==> config.mk <==
export PLATFORM = sky130hd
export DESIGN_NAME = keycode_entry
export DESIGN_NICKNAME = d
export VERILOG_FILES = /design/src/rtl/keycode_entry.sv
export SDC_FILE = /design/constraint.sdc
export NUM_CORES = 1
export LEC_CHECK = 0
export CAP_MARGIN = 20
export CORE_UTILIZATION = 30
export CTS_CLUSTER_SIZE = 10
export DETAILED_ROUTE_END_ITERATION = 7
export DONT_BUFFER_PORTS = 1
export PLACE_DENSITY_LB_ADDON = 0.1
export SLEW_MARGIN = 20
export SYNTH_ARGS = -nofsm -noshare
export SYNTH_HDL_FRONTEND = slang
export SYNTH_SLANG_ARGS = --single-unit
==> constraint.sdc <==
create_clock -name clk -period 7.8 [get_ports clk]
set_input_delay 0.39 -clock clk [delete_from_list [all_inputs] [get_ports clk]]
set_output_delay 0.39 -clock clk [all_outputs]
set_load 0.1 [all_outputs]
==> src/rtl/keycode_entry.sv <==
// ---------------------------------------------------------------------------
// keycode_entry
//   Receiving end of the keypad encoder's keycode/keystrobe interface.
//   A new key press is detected on the rising edge of keystrobe. Each press is
//   handled as either a BCD digit or an edit command. Digits are collected in a
//   shift buffer, and one seven-segment pattern is driven per buffered digit.
//   ENTER hands the completed number off together with a one-cycle valid pulse.
//
// Ports
//   clk          system clock
//   reset        synchronous, active-high reset
//   keycode      encoder keycode; sampled only in the press cycle
//   keystrobe    high while a key is held (level, same clock domain)
//   digits       BCD buffer; [3:0] is the most recent digit
//   count        number of valid digits, 0..NDIGITS
//   ss           7-seg patterns, byte i for digit i, {dp,g,f,e,d,c,b,a}
//   value        last entered number (same layout as digits)
//   value_len    digit count of value
//   value_valid  one-cycle pulse: value/value_len were just updated
//   overflow     one-cycle pulse: digit key pressed while the buffer was full
// ---------------------------------------------------------------------------
module keycode_entry #(
    parameter int NDIGITS = 8,
    parameter int CW      = $clog2(NDIGITS + 1)
) (
    input  logic                   clk,
    input  logic                   reset,
    input  logic [3:0]             keycode,
    input  logic                   keystrobe,
    output logic [4*NDIGITS-1:0]   digits,
    output logic [CW-1:0]          count,
    output logic [8*NDIGITS-1:0]   ss,
    output logic [4*NDIGITS-1:0]   value,
    output logic [CW-1:0]          value_len,
    output logic                   value_valid,
    output logic                   overflow
);

    localparam logic [3:0] KEY_BKSP  = 4'd10;
    localparam logic [3:0] KEY_CLEAR = 4'd11;
    localparam logic [3:0] KEY_ENTER = 4'd12;

    logic                  strobe_q, strobe_d;
    logic [4*NDIGITS-1:0]  digits_q, digits_d;
    logic [CW-1:0]         count_q, count_d;
    logic [4*NDIGITS-1:0]  value_q, value_d;
    logic [CW-1:0]         value_len_q, value_len_d;
    logic                  value_valid_q, value_valid_d;
    logic                  overflow_q, overflow_d;
    logic                  press;

    // A press exists only in the first cycle keystrobe is seen high.
    assign press = keystrobe & ~strobe_q;

    always_comb begin
        strobe_d      = keystrobe;
        digits_d      = digits_q;
        count_d       = count_q;
        value_d       = value_q;
        value_len_d   = value_len_q;
        value_valid_d = 1'b0;
        overflow_d    = 1'b0;

        if (press) begin
            if (keycode <= 4'd9) begin
                if (count_q < CW'(NDIGITS)) begin
                    // New digit enters at the bottom; the oldest shifts up.
                    digits_d      = digits_q << 4;
                    digits_d[3:0] = keycode;
                    count_d       = count_q + CW'(1);
                end else begin
                    overflow_d = 1'b1;
                end
            end else begin
                case (keycode)
                    KEY_BKSP: begin
                        if (count_q != '0) begin
                            digits_d = digits_q >> 4;
                            count_d  = count_q - CW'(1);
                        end
                    end
                    KEY_CLEAR: begin
                        digits_d = '0;
                        count_d  = '0;
                    end
                    KEY_ENTER: begin
                        if (count_q != '0) begin
                            value_d       = digits_q;
                            value_len_d   = count_q;
                            value_valid_d = 1'b1;
                            digits_d      = '0;
                            count_d       = '0;
                        end
                    end
                    default: begin
                        // Keycodes 13..15 carry no meaning here.
                    end
                endcase
            end
        end
    end

    always_ff @(posedge clk) begin
        if (reset) begin
            // Start "already held" so a key kept down through reset is not a press.
            strobe_q      <= 1'b1;
            digits_q      <= '0;
            count_q       <= '0;
            value_q       <= '0;
            value_len_q   <= '0;
            value_valid_q <= 1'b0;
            overflow_q    <= 1'b0;
        end else begin
            strobe_q      <= strobe_d;
            digits_q      <= digits_d;
            count_q       <= count_d;
            value_q       <= value_d;
            value_len_q   <= value_len_d;
            value_valid_q <= value_valid_d;
            overflow_q    <= overflow_d;
        end
    end

    assign digits      = digits_q;
    assign count       = count_q;
    assign value       = value_q;
    assign value_len   = value_len_q;
    assign value_valid = value_valid_q;
    assign overflow    = overflow_q;

    // Per-digit seven-segment decode; positions at or above count are blank.
    genvar gi;
    generate
        for (gi = 0; gi < NDIGITS; gi++) begin : g_seg
            logic [3:0] nib;
            logic [7:0] pattern;

            assign nib = digits_q[4*gi +: 4];

            always_comb begin
                case (nib)
                    4'd0:    pattern = 8'h3F;
                    4'd1:    pattern = 8'h06;
                    4'd2:    pattern = 8'h5B;
                    4'd3:    pattern = 8'h4F;
                    4'd4:    pattern = 8'h66;
                    4'd5:    pattern = 8'h6D;
                    4'd6:    pattern = 8'h7D;
                    4'd7:    pattern = 8'h07;
                    4'd8:    pattern = 8'h7F;
                    4'd9:    pattern = 8'h6F;
                    default: pattern = 8'h00;
                endcase
            end

            assign ss[8*gi +: 8] = (CW'(gi) < count_q) ? pattern : 8'h00;
        end
    endgenerate

endmodule

==> results.txt <==
- The repair_antennas step left the layout with diodes totalling 0.
* Total clock buffers created by CTS: 17
- Simple-gate area share of the yosys netlist: between 20 and 25%
- Slew at the pin closest to its max-slew limit: roughly 1.1 ns
- Mapped Avg Cell Area: 8.27 sq um
- The H-tree was split into 4 levels.
- Min Tclk post-route: 4.09 ns
* WP data arrival: between 4 and 5 ns
- Of all nets on the critical path, the largest fanout is 22.
- around 150 I/O pins were placed.
- Source of the worst register-to-register timing path: count[1]
- In this design, the stage delay of the slowest critical-path cell is 0.46 ns.
- After layout, the worst path uses a little over half of the clock period.
- The cell family contributing the most delay on the critical path is simple AND/OR/NAND/NOR gates.
* Vias in the first global route: 6736
* Power consumption: 2.01 mW
- DRC Markers: 0
* HPWL reported at the end of detailed placement: 17700 microns
- Sinks on the clock net: 131
* Seq pwr share: 34.9%
* Area growth, synth to finish: 14.6%
- CP max-delay cell: nor2_4
* Floorplan die area: 26500 sq um
- For the final routed database, the setup TNS stands at 0 ns.
- Congestion Overflow GR: 0
- Sorting the synthesized cells by area gives the leading types as dfxtp_1 (34%), ha_1 (8.2%), a21oi_1 (5.6%).
* Combined global-route utilization of all metal layers: 20.3%
- For the final database, setup skew stands at 0.00708 ns.
- Synthesis produced a netlist whose cell count is 937.
- Worst vdd rail ir drop: around 0.11 mV
- For this run, the detailed router's first-pass iteration total came to 5.
- For this block, the routed nets add up to 26600 microns of wire.
- Main synth FF type: dfxtp_1
* Kind of path behind the tightest hold check: in2reg
* Final max-slew violation count: 0
- The first global-routing pass estimated 41100 microns of wire.
* Die extent in y: between 150 and 200 microns
- CTS placed an instance of clkbuf_16 at the clock tree root.
- Number of synthesized register bits: 131
- The final hold violation count was 0.
- Type of element capturing the critical path: register
* Depth of the worst hold-timing path: 1
* Number of setup buffers added after CTS: 0
- Crit path required time: 8.10 ns
- Outcome: completed
* Number of enable flip-flop cells after synthesis: 0
* Class of the most critical setup path: reg2reg
- Starting density of the core: 30.7%
- Clock network fraction of total power: a little over two fifths
- Main combinational cell family by area after synthesis: compound AO/OA/AOI/OAI gates
- The share of the Yosys chip area taken by registers is 33.8%.
* Library cell occupying the most area in the post-synthesis netlist: dfxtp_1
* Via Count: 6938
* Pin count of the biggest net entering global routing: 133
- The startpoint identified for the worst hold timing path is reset.
* Number of antenna violations at the first check in global routing: 0
* Crit path buffers/inverters: 3
- Of the post-synthesis cell area, the dominant cell type holds 33.8%.
* CTS tree: yes
* Count of maximum capacitance violations: 0
- After detailed routing, the average wire length per cell comes to 21.0 microns.
* Global placer's final weighted congestion: 0.782
* Mapped cell area: 7750 sq um
* R2R depth: 13
- Of the cells placed in the final design, the portion with a size suffix greater than 1 is 16.4%.
- Yosys warnings: 0
- Latest clock arrival within the worst-skew pair: 0.42 ns
- Multiplexer share of the synthesized area: 1.81%
- Netlist cell types: 77
* Hold Buf Count CTS: 0
* Normalized max-slew margin: between 20% and 30%
- Area fraction in compound gates after synthesis: 26.2%
- The endpoint identified for the worst register-to-register timing path is g_seg[4].pattern[4].
- Net switching power figure: roughly 0.68 mW
- Internal power comes to 1.33 mW.
- Synth Area in Adders: 8.24%
- Summed over all cells, the static leakage comes to 3.23 nW.
* Final net count: 980
* Maximum root-to-sink buffer count: 2
- After synthesis, the share of flip-flops with an asynchronous set or reset is 0%.
* XOR/XNOR Fraction of Synth Area: 0.791%
* DP Cell Count: about 1200
- Using the TritonRoute via totals, the vias-per-cell ratio works out to about 5.5.
- On the final layout, the worst hold slack is 0.0708 ns.
- Count of buffers from port buffering: 0
- Static timing analysis puts the maximum clock frequency at 0.244 GHz.
- Clock Pin Slew Worst Setup and Hold Paths: 0.06 ns
- Switching Fraction: 33.7%
- Placeable core region: 25300 sq um
- Cell Pwr Density: 226 nW/um^2
- Post-cts gate resize count: 0
- Fill cell count: 2668
* Post-layout instance count excluding filler cells: 1265
- DR iter-0 viols: 626
- Cell-by-cell listing of the critical path: buf_4 -> inv_1 -> ha_1 -> or3b_1 -> and3b_2 -> nor2_4 -> buf_4 -> nor2_1 -> a211o_1 -> ha_1 -> mux2_2 -> a221oi_1 -> nand2_1
* Residual antenna-violating net count after detailed routing: 0
* # setup viols final: 0
- Combinational cells account for between 20% and 30% of the total power.
* End point of the worst hold path: count[3]
- Worst Setup Start Kind: register
- Slack of the worst reg-to-reg path: 3.71 ns
- Number of cell rows: 58
* Chip Width: 163 microns
- Unrepaired setup endpoints after global routing: false
-- worst register-to-register path, stage by stage, from the launching register on --
cell	delay, ns
dfxtp_1	0.31
buf_4	0.34
inv_1	0.14
ha_1	0.29
or3b_1	0.40
and3b_2	0.28
nor2_4	0.46
buf_4	0.38
nor2_1	0.12
a211o_1	0.35
ha_1	0.26
mux2_2	0.27
a221oi_1	0.28
nand2_1	0.09
-- cell usage after synthesis (all sizes together), types with 3 or more instances --
master and n:
and2 16, nand3 6, inv 32, a221oi 3, xnor2 5, mux2 5, dfxtp 131, o32ai 9
a21o 6, o21ai 37, and3b 4, nand2b 9, a31oi 3, or2 20, nand4 6, a32o 11
nor2b 45, a21oi 86, nor4b 6, o31ai 6, o22ai 13, a211o 5, clkbuf 42, o2111ai 3
o21a 3, ha 51, and4 3, a211oi 26, or3 3, mux2i 8, and3 5, o221ai 25
nor4 15, a2111oi 4, o211ai 4, nor2 60, a21bo 3, a32oi 17, buf 46, o32a 4
o211a 5, nand2 93, nor3 29
-- sequential cells by signal (all words and copies together) (netlist names) --
register and flops:
count 4, digits 32, g_seg.pattern 56, overflow 1
strobe_q 1, value 32, value_len 4, value_valid 1
-- worst max-delay path by stage --
stage                     slack (ns)                  end  cells past startpoint  startpoint
after global routing            3.48  g_seg[4].pattern[4]                     13    count[1]
after CTS                       3.70  g_seg[4].pattern[4]                     13    count[1]
after floorplan                 3.68  g_seg[3].pattern[4]                     15    count[1]
after detailed placement        3.72  g_seg[4].pattern[4]                     13    count[1]
final                           3.71  g_seg[4].pattern[4]                     13    count[1]
after global placement          3.82  g_seg[4].pattern[4]                     13    count[1]
-- routing by layer --
| metal | GRT usage, % | share of wire (%) | vias to the layer above |
|---|---|---|---|
| met1 | 29.1 | 48 | 3293 |
| met4 | 5.44 | 1.0 | 0 |
| met5 | 0 | 0 | - |
| met2 | 29.3 | 43 | 265 |
| met3 | 5.63 | 8.2 | 19 |
| li1 | - | - | 3361 |
-- power by group through the flow --
stage | logic [mW] | registers [mW] | clock network, mW
CTS | 0.438 | 0.702 | 0.896
global placement | 0.439 | 0.717 | 0
floorplan | 0.339 | 0.760 | 0
finish | 0.438 | 0.702 | 0.870
detailed placement | 0.437 | 0.717 | 0
global route | 0.459 | 0.704 | 0.926
-- cell usage in the layout, fill, tap and decap left out, types with 14 or more instances in the layout --
cell,instances
o21ai_0,34
nand2_1,93
a211oi_1,22
nor2b_2,42
nor4_1,14
ha_1,51
a21oi_1,85
dfxtp_1,130
clkbuf_16,17
inv_1,32
a32oi_1,17
and2_1,15
nor2_1,59
o221ai_1,25
nor3_1,27
buf_4,45
-- kinds of logic after synthesis --
| kind of cell | Yosys count |
|---|---|
| other | 1 |
| AOI/OAI and AO/OA | 288 |
| buffers and inverters | 121 |
| adders and majority gates | 51 |
| and+or+nand+nor | 325 |
| xor gates and xnor gates | 7 |
| DFF | 131 |
| muxes | 13 |
-- metrics by stage --
| step | cell area [sq um] | utilization (%) | setup WS, ns |
|---|---|---|---|
| 2_1_floorplan | 7770 | - | 3.68 |
| 3_3_place_gp | 8210 | 32.5 | 3.82 |
| 3_5_place_dp | 8210 | 32.5 | 3.72 |
| 4_1_cts | 8840 | 35.0 | 3.70 |
| 5_1_grt | 8880 | 35.2 | 3.48 |
| 6_report | 8880 | 35.2 | 3.71 |
-- area by class of cell --
type	instances	area [sq um]	area share, %
inverter	33	124	1.40
sequential	131	2620	29.6
clock inverter	8	149	1.68
clock buffer	24	482	5.43
multi-input combinational	692	4720	53.1
tap	330	413	4.65
timing repair buffer	47	369	4.16
Note: power is estimated with default switching activity, not from simulation.
